--- src/rtl/touch_pkg.sv ---
// Shared definitions for the touch frame-lock block:
// FSM state encoding and datapath widths.
package touch_pkg;

  localparam int COORD_W = 9;
  localparam int SUM_W   = 11;

  localparam logic [1:0] ST_IDLE       = 2'd0;
  localparam logic [1:0] ST_PRESS_DB   = 2'd1;
  localparam logic [1:0] ST_PRESSED    = 2'd2;
  localparam logic [1:0] ST_RELEASE_DB = 2'd3;

  typedef logic [COORD_W-1:0] coord_t;
  typedef logic [SUM_W-1:0]   sum_t;

endpackage

--- src/rtl/sample_tick_gen.sv ---
// Free-running divider producing a one-cycle sample tick
// every DIV clocks.
module sample_tick_gen #(
  parameter int DIV = 100000
) (
  input  logic cclk,
  input  logic rstb,
  output logic tick
);

  localparam int CW = (DIV > 1) ? $clog2(DIV) : 1;
  localparam logic [CW-1:0] LAST = CW'(DIV - 1);

  logic [CW-1:0] cnt;

  assign tick = (cnt == LAST);

  always_ff @(posedge cclk or negedge rstb) begin
    if (!rstb) begin
      cnt <= '0;
    end else if (tick) begin
      cnt <= '0;
    end else begin
      cnt <= cnt + 1'b1;
    end
  end

endmodule

--- src/rtl/touch_frame_lock.sv ---
// Debounces touchpad presses, averages 4 samples and hands
// the result to the TFT side only at frame boundaries.
module touch_frame_lock
  import touch_pkg::*;
#(
  parameter int SAMPLE_DIV = 100000,
  parameter int Z_THRESH   = 40,
  parameter int DEBOUNCE_N = 4
) (
  input  logic               cclk,
  input  logic               rstb,
  input  logic [COORD_W-1:0] touch_x,
  input  logic [COORD_W-1:0] touch_y,
  input  logic [COORD_W-1:0] touch_z,
  input  logic               new_frame,
  output logic [COORD_W-1:0] locked_touch_x,
  output logic [COORD_W-1:0] locked_touch_y,
  output logic               touch_active,
  output logic               locked_valid
);

  localparam int DBW = $clog2(DEBOUNCE_N + 1);
  localparam logic [DBW-1:0] DBN = DBW'(DEBOUNCE_N);
  localparam coord_t Z_MIN = COORD_W'(Z_THRESH);

  logic           tick;
  logic           press;
  logic [1:0]     state, state_d;
  logic [DBW-1:0] db_cnt, db_d, db_inc;
  logic           reach;
  logic           feed, flush;

  logic [1:0] acc_n;
  sum_t       sum_x, sum_y;
  sum_t       sum_x_n, sum_y_n;
  logic       avg_done;
  coord_t     pend_x, pend_y;
  logic       pend_valid;

  sample_tick_gen #(
    .DIV (SAMPLE_DIV)
  ) u_tick (
    .cclk (cclk),
    .rstb (rstb),
    .tick (tick)
  );

  assign press  = (touch_z >= Z_MIN);
  assign db_inc = db_cnt + 1'b1;
  assign reach  = (db_inc >= DBN);

  // db_cnt is held at zero in IDLE and PRESSED so a
  // single increment starts a fresh debounce run.
  always_comb begin
    state_d = state;
    db_d    = db_cnt;
    feed    = 1'b0;
    flush   = 1'b0;
    if (tick) begin
      unique case (state)
        ST_IDLE, ST_PRESS_DB: begin
          if (press) begin
            db_d    = db_inc;
            state_d = ST_PRESS_DB;
            if (reach) begin
              db_d    = '0;
              state_d = ST_PRESSED;
            end
          end else begin
            db_d    = '0;
            state_d = ST_IDLE;
          end
        end
        ST_PRESSED, ST_RELEASE_DB: begin
          if (press) begin
            db_d    = '0;
            state_d = ST_PRESSED;
            feed    = 1'b1;
          end else begin
            db_d    = db_inc;
            state_d = ST_RELEASE_DB;
            if (reach) begin
              db_d    = '0;
              state_d = ST_IDLE;
              flush   = 1'b1;
            end
          end
        end
        default: begin
          db_d    = '0;
          state_d = ST_IDLE;
        end
      endcase
    end
  end

  always_ff @(posedge cclk or negedge rstb) begin
    if (!rstb) begin
      state  <= ST_IDLE;
      db_cnt <= '0;
    end else begin
      state  <= state_d;
      db_cnt <= db_d;
    end
  end

  assign sum_x_n  = sum_x + SUM_W'(touch_x);
  assign sum_y_n  = sum_y + SUM_W'(touch_y);
  assign avg_done = feed && (acc_n == 2'd3);

  always_ff @(posedge cclk or negedge rstb) begin
    if (!rstb) begin
      acc_n  <= '0;
      sum_x  <= '0;
      sum_y  <= '0;
      pend_x <= '0;
      pend_y <= '0;
    end else if (flush) begin
      acc_n <= '0;
      sum_x <= '0;
      sum_y <= '0;
    end else if (avg_done) begin
      acc_n  <= '0;
      sum_x  <= '0;
      sum_y  <= '0;
      pend_x <= sum_x_n[SUM_W-1:2];
      pend_y <= sum_y_n[SUM_W-1:2];
    end else if (feed) begin
      acc_n <= acc_n + 1'b1;
      sum_x <= sum_x_n;
      sum_y <= sum_y_n;
    end
  end

  // A fresh average wins over the frame's clear, so a
  // coincident write stays pending for the next frame.
  always_ff @(posedge cclk or negedge rstb) begin
    if (!rstb) begin
      pend_valid     <= 1'b0;
      locked_touch_x <= '0;
      locked_touch_y <= '0;
      locked_valid   <= 1'b0;
      touch_active   <= 1'b0;
    end else begin
      if (avg_done) begin
        pend_valid <= 1'b1;
      end else if (new_frame) begin
        pend_valid <= 1'b0;
      end
      if (new_frame) begin
        touch_active <= (state == ST_PRESSED) ||
                        (state == ST_RELEASE_DB);
        if (pend_valid) begin
          locked_touch_x <= pend_x;
          locked_touch_y <= pend_y;
          locked_valid   <= 1'b1;
        end
      end
    end
  end

endmodule

--- config.mk ---
export PLATFORM = sky130hd
export DESIGN_NAME = touch_frame_lock
export DESIGN_NICKNAME = d
export VERILOG_FILES = /design/src/rtl/touch_pkg.sv /design/src/rtl/sample_tick_gen.sv /design/src/rtl/touch_frame_lock.sv
export SDC_FILE = /design/constraint.sdc
export NUM_CORES = 1
export LEC_CHECK = 0
export BUFFER_PORTS_ARGS = -buffer_cell sky130_fd_sc_hd__buf_4
export CORE_MARGIN = 8
export CORE_UTILIZATION = 52
export DETAILED_ROUTE_END_ITERATION = 8
export GPL_ROUTABILITY_DRIVEN = 0
export PLACE_DENSITY = 0.79
export SLEW_MARGIN = 20
export SYNTH_ARGS = -nofsm -noshare
export SYNTH_HDL_FRONTEND = slang
export SYNTH_HIERARCHICAL = 1
export SYNTH_SLANG_ARGS = --single-unit
--- constraint.sdc ---
create_clock -name cclk -period 3.2 [get_ports cclk]
set_input_delay 0 -clock cclk [delete_from_list [all_inputs] [get_ports cclk]]
set_output_delay 0 -clock cclk [all_outputs]
set_load 0.005 [all_outputs]
==> results by group, run 1 <==
Timing
  – Fin crit period: a little under 3000 ps
  – Setup TNS: 0 ps
  – RSZ-0062 raised after global routing: false
  – Hold Slack: 6.78 ps
  – Highest Clock Rate: 0.344 GHz
  – Worst slew pin tran: 1050 ps
  – Max-slew violations: 0
  – Fin crit share: 0.908
  – Final hold violation count: 0
  – Final setup fails: 0
  – Setup Skew: 9.02 ps
  – Slew headroom: 0.299

Setup path
  – CP arrival: 3160 ps
  – Req. time, crit path: 3450 ps
  – R2r endpoint: pend_x[3]$_DFFE_PN0P_
  – CP Launch Type: flip-flop
  – Reg-to-reg slack, setup: 290 ps
  – Cell family with the largest share of critical-path delay: simple AND/OR/NAND/NOR gates
  – Element type at the critical path end: flip-flop
  – R2R depth: 7
  – Maximum fanout along the worst path: 10
  – CP cell instances: or4_1, or4_4, nor4_4, nand2_1, a21oi_2, and2_1, mux2_2
  – R2R Path Start: u_tick/cnt[11]$_DFF_PN0_
  – CP Class: flip-flop to flip-flop
  – CP max stage delay: 550 ps
  – Slowest-stage cell, CP: or4_1
  – CP Buf/Inv Count: 0

CTS
  – Clock-pin slew on the worst setup and hold paths: 90 ps
  – CTS tree: built
  – TritonCTS Buffers: 9
  – CTS resizes: 0
  – H-Tree Depth: 3
  – Clock latency on the worst-skew pair: 360 ps
  – CTS Sinks: 84
  – CTS max path bufs: 2
  – CTS root buf: clkbuf_8

Floorplan
  – Die X: 105 um
  – Initial Util: 0.537
  – Die area: ~11000 um^2
  – Die Ht: 105 um
  – Num rows: 32
  – Total I/O pin count: 50
  – Core area: 7730 um^2

Synthesis
  – Synth async-reset ratio: 1.00
  – Mapped Area: 4150 um^2
  – Seq cells post-synth: 84
  – Syn Nets: 415
  – Top_reg_cell synth: dfrtp_1
  – Seq/Total Area, Yosys: 0.507
  – Syn Inst Count: 362
  – EDFF count, synth: 0
  – Syn_area_per_cell: 11.5 um^2
  – YS warnings: 6
  – Netlist cell types: 47

GRT
  – Largest net degree at the start of global routing: 85
  – Grt ovf: 0
  – Global-route wire length before repair: 15000 um
  – Met1 Track Usage GR: 0.216
  – Met3 GRT Util: 0.0353
  – Tot GR Track Use: 0.164
  – Met2 usage: 0.254
  – Gr busiest metal: met2
  – Vias in the first global route: approximately 3100
  – Initial antenna violation count: 0

Power and ir drop
  – PwrDens: 456 nW/um^2
  – Worst VDD drop: around 0.00026 V
  – Pleak: 0.00238 uW

Hold path
  – Hold Path Class: input pin to flip-flop
  – Hold depth: 3
  – Min-Delay Endpoint: state[1]$_DFFE_PN0P_
  – Hold Crit Start: touch_z[8]

Cells and area
  – Share of layout cells above drive strength 1: 0.237
  – Layout area overhead: 17.5%
  – Antenna diodes: 0
  – Final net count: 470

Detailed routing
  – Routed vias: 2965
  – Post-route ant nets: 0
  – Routed wire per std cell: 16.2 um
  – Routed vias/inst: 5.66
  – Drt drc: 0
  – Wirelength, routed: roughly 8500 um
  – DR pass1 iterations: 4
  – Drt initial violations: 96

Status
  – Status: completed

Placed design
  – Dpl hpwl: 5840 um
  – IO Port Bufs: 46

Job
  – Max Cap Violations: 0
## worst max path at each step
stage	cells after the start	start	slack, ps	to
6_report	7	u_tick/cnt[11]$_DFF_PN0_	290	pend_x[3]$_DFFE_PN0P_
5_1_grt	7	u_tick/cnt[11]$_DFF_PN0_	170	pend_x[6]$_DFFE_PN0P_
4_1_cts	7	u_tick/cnt[11]$_DFF_PN0_	280	pend_x[3]$_DFFE_PN0P_
3_5_place_dp	7	u_tick/cnt[11]$_DFF_PN0_	340	pend_x[3]$_DFFE_PN0P_
3_3_place_gp	7	u_tick/cnt[11]$_DFF_PN0_	420	pend_x[1]$_DFFE_PN0P_
2_1_floorplan	9	u_tick/cnt[11]$_DFF_PN0_	220	pend_x[6]$_DFFE_PN0P_
## metrics by stage
step                       util  setup WS [ps]  instance area, um^2  total power, uW  std cells
after floorplan               -            216                 4150             1270        362
after global placement    0.596            417                 4600             1360        504
after detailed placement  0.596            339                 4600             1370        504
after CTS                 0.630            276                 4870             2240        524
after global routing      0.631            171                 4870             2320        524
final                     0.631            294                 4870             2220        524
## what timing repair did
item / in CTS / in global routing
hold buffers: 4 / 0
hold endpoints to repair: 88 / 0
setup buffers: 0 / 0
setup endpoints to repair: 0 / 0
## worst register-to-register path: cells and delay by family, from the launching register on
family / cells / cell delay [ps]
flip-flops: 1 / 440
AND/OR/NAND/NOR: 5 / 1750
AO/OA/AOI/OAI: 1 / 220
multiplexers: 1 / 390
## Yosys cell counts, types with 7 or more instances
| library cell | number | area, um^2 |
|---|---|---|
| a21o_1 | 11 | 82.6 |
| a21oi_1 | 18 | 90.1 |
| a22o_1 | 17 | 149 |
| buf_2 | 7 | 35.0 |
| dfrtp_1 | 84 | 2100 |
| ha_1 | 21 | 263 |
| mux2_2 | 25 | 282 |
| nand2_1 | 42 | 158 |
| nor2_1 | 17 | 63.8 |
| xnor2_1 | 17 | 149 |
| xor2_1 | 13 | 114 |
## per-layer routing
| metal | share of wire | wire length, um | vias up |
|---|---|---|---|
| met2 | 0.48 | 4050 | 61 |
| met4 | 0.010 | 88 | 0 |
| met5 | 0 | 0 | - |
| met1 | 0.46 | 3940 | 1463 |
| met3 | 0.046 | 393 | 7 |
| li1 | - | - | 1434 |
## state kept, by name, summed over array words and instances (netlist names), 2 cells and up
name	cells
sum_y	11
u_tick/cnt	17
pend_x	9
acc_n	2
pend_y	9
db_cnt	3
sum_x	11
locked_touch_y	9
locked_touch_x	9
## power by group
part / internal (uW) / switching (uW) / leakage [uW]
Clock: 452 / 420 / 0.000112
Sequential: 1080 / 10.8 / 0.00109
Combinational: 116 / 148 / 0.00117
## cells by family after synthesis
family          count (synthesis)  share of synthesized area
xor+xnor                       30                     0.0633
buf+inv                        16                     0.0175
simple gates                  102                      0.123
fa+ha+maj                      23                     0.0730
compound gates                 81                      0.146
mux                            26                     0.0703
flops                          84                      0.507
## cell usage in the layout (no fill, tap or decap), types with 4 or more instances in the layout
cell type	netlist	final
clkbuf_8	0	9
buf_4	1	49
dlygate4sd3_1	0	4
a21oi_1	18	18
a22o_1	17	17
xnor2_1	17	17
xor2_1	13	13
nand2_1	42	42
nor3_1	6	6
nand4_1	5	5
a21o_1	11	11
nand3_1	4	4
ha_1	21	21
inv_1	6	6
nor2b_1	4	4
dfrtp_1	84	84
mux2_2	25	25
nor2_1	17	17
and3_1	6	6
o21ai_0	6	6
## area by class of cell
| cell class | instances | area (um^2) |
|---|---|---|
| multi-input cells | 262 | 1970 |
| repair buffers | 54 | 419 |
| flip-flops and latches | 84 | 2100 |
| clock buffers | 9 | 124 |
| fillers | 642 | 2850 |
| inverters | 6 | 22.5 |
| clock inverters | 7 | 105 |
| well taps | 102 | 128 |
Note: power is estimated with default switching activity, not from simulation.
==> run 2, diff against run 1 <==
==> constraint.sdc (replaced) <==
create_clock -name cclk -period 3.2 [get_ports cclk]
set_input_delay 0.48 -clock cclk [delete_from_list [all_inputs] [get_ports cclk]]
set_output_delay 0.48 -clock cclk [all_outputs]
set_load 0.005 [all_outputs]
==> run 2 against run 1 <==
- worst setup slack gained 70 ps
- clock power is 9.2% lower
- sequential share of layout area is 0.49 points higher
- sequential cell count is the same
- sequential power hardly changed
==> results by group, run 2 (synthesis gave the netlist of run 1 again) <==
Cells and area
  – Register area: 2100 um^2 (unchanged)
  – Multi-input gate area: 1970 um^2 (unchanged)
  – Top flop regs: u_tick/cnt (17), sum_x (11), sum_y (11) (unchanged)
  – Most frequent cells in the layout: dfrtp_1, buf_4, nand2_1 (unchanged)
  – Layout filler cell count: 640 (was 642)
  – Max reg flops: 17 (unchanged)
  – Layout area overhead: 16.2% (was 17.5%)
  – Finished Layout Cells: 521 (was 524)
  – Final Core Density: 0.624 (was 0.631)
  – Final net count: 467 (was 470)
  – Share of layout cells above drive strength 1: 0.241 (was 0.237)
  – Top reg by flops: u_tick/cnt (unchanged)
  – Antenna diodes: 0 (unchanged)
  – Most common cell after layout, fill and taps aside: dfrtp_1 (unchanged)

GRT
  – Tot GR Track Use: 0.161 (was 0.164)
  – Largest net degree at the start of global routing: 85 (unchanged)
  – Grt ovf: 0 (unchanged)
  – Vias in the first global route: 3074 (was 3147)
  – Initial antenna violation count: 0 (unchanged)
  – Global-route wire length before repair: 14600 um (was 15000 um)

Timing
  – Setup TNS: 0 ps (unchanged)
  – Worst slew pin tran: 1040 ps (was 1050 ps)
  – RSZ-0062 raised after global routing: false (unchanged)
  – Setup Skew: 13.8 ps (was 9.02 ps)
  – Highest Clock Rate: 0.353 GHz (was 0.344 GHz)
  – Fin crit share: 0.886 (was 0.908)
  – Max-slew violations: 0 (unchanged)
  – Slew headroom: 0.308 (was 0.299)
  – Final hold violation count: 0 (unchanged)
  – Final WS setup: 364 ps (was 294 ps)
  – Final setup fails: 0 (unchanged)
  – Fin crit period: 2840 ps (was 2910 ps)

Detailed routing
  – Drt initial violations: 78 (was 96)
  – Routed vias/inst: 5.61 (was 5.66)
  – Post-route ant nets: 0 (unchanged)
  – Drt drc: 0 (unchanged)
  – Wirelength, routed: 8350 um (was 8470 um)
  – DR pass1 iterations: 4 (unchanged)
  – Routed vias: 2925 (was 2965)
  – Routed wire per std cell: 16.0 um (was 16.2 um)

Placed design
  – IO Port Bufs: 46 (unchanged)
  – Placed cells: 505 (was 504)
  – Pre-CTS setup slack: 424 ps (was 339 ps)
  – Dpl hpwl: 5850 um (was 5840 um)

Power and ir drop
  – PwrDens: 443 nW/um^2 (was 456 nW/um^2)
  – Pleak: 0.00235 uW (was 0.00238 uW)
  – Worst VDD drop: 0.000248 V (was 0.000262 V)

Setup path
  – Slowest-stage cell, CP: or4_1 (unchanged)
  – CP cell instances: or4_1, or4_4, nor4_4, nand2_1, a21oi_2, nor2b_1, buf_4, a311oi_1, a21oi_1 (was or4_1, or4_4, nor4_4, nand2_1, a21oi_2, and2_1, mux2_2)
  – Maximum fanout along the worst path: 27 (was 10)
  – CP arrival: 3120 ps (was 3160 ps)
  – CP Buf/Inv Count: 1 (was 0)
  – CP Class: flip-flop to flip-flop (unchanged)
  – CP max stage delay: 540 ps (was 550 ps)
  – Cell family with the largest share of critical-path delay: simple AND/OR/NAND/NOR gates (unchanged)
  – Req. time, crit path: 3490 ps (was 3450 ps)
  – Element type at the critical path end: flip-flop (unchanged)
  – CP Launch Type: flip-flop (unchanged)

Hold path
  – Hold Path Class: input pin to async pin (was input pin to flip-flop)

CTS
  – CTS resizes: 0 (unchanged)
  – CTS tree: built (unchanged)
  – Clock latency on the worst-skew pair: 370 ps (was 360 ps)
  – CTS root buf: clkbuf_8 (unchanged)
  – H-Tree Depth: 3 (unchanged)
  – CTS max path bufs: 2 (unchanged)
  – Clock-pin slew on the worst setup and hold paths: 100 ps (was 90 ps)
  – Hold buffer count at CTS: 0 (was 4)
  – Post-CTS Setup Repair Bufs: 0 (unchanged)
  – TritonCTS Buffers: 9 (unchanged)
  – CTS Sinks: 84 (unchanged)

Floorplan
  – Num rows: 32 (unchanged)
  – Die area: 11100 um^2 (unchanged)
  – Initial Util: 0.537 (unchanged)
  – Total I/O pin count: 50 (unchanged)
  – Die Ht: 105 um (unchanged)
  – Core area: 7730 um^2 (unchanged)
  – Die X: 105 um (unchanged)

Status
  – Status: completed (unchanged)

Job
  – Max Cap Violations: 0 (unchanged)
run 2: changes by cell type in the layout (fill, tap and decap cells not counted), sizes merged:
cell         previous run  this run
bufinv                  2         1
clkinvlp                1         2
buf                    50        51
dlygate4sd3             4         0
run 2: layer usage:
layer	vias to the layer above	wire length, um	part of all wire	GRT usage
met2	64	3890	0.47	0.252
met4	0	167	0.020	0.0703
met5	-	0	0	0
met3	15	336	0.040	0.0359
li1	1414	-	-	-
met1	1432	3950	0.47	0.209
run 2: area by class of cell:
type,instances,share of cell area
repair buffers,51,0.0802
clock buffers,9,0.0257
flip-flops and latches,84,0.436
well taps,102,0.0265
multi-input cells,262,0.410
clock inverters,7,0.0171
inverters,6,0.00467
run 2: path summary, 6_finish.rpt:
check / from / to / slack (ps) / cells after the start
setup / recovery: u_tick/cnt[11]$_DFF_PN0_ / sum_y[9]$_DFFE_PN0P_ / 360 / 9
setup reg to reg: u_tick/cnt[11]$_DFF_PN0_ / sum_y[9]$_DFFE_PN0P_ / 360 / 9
min in group cclk: new_frame / pend_valid$_DFFE_PN0P_ / 370 / 2
max in group asynchronous: rstb / sum_x[4]$_DFFE_PN0P_ / 2540 / 1
hold reg to reg: locked_valid$_DFFE_PN0P_ / locked_valid$_DFFE_PN0P_ / 480 / 1
hold / removal: rstb / locked_touch_y[2]$_DFFE_PN0P_ / 150 / 1
run 2: power by group:
group          leakage, uW  internal (uW)  switching (uW)
Sequential         0.00109           1080            10.7
Clock            0.0000984            373             419
Combinational      0.00116            113             144
run 2: per-stage QoR:
step	total power (uW)	instance area, um^2	hold WS, ps
after global placement	1360	4610	454
after global routing	2220	4820	218
after CTS	2150	4820	343
after floorplan	1270	4150	184
final	2140	4820	155
after detailed placement	1360	4610	454
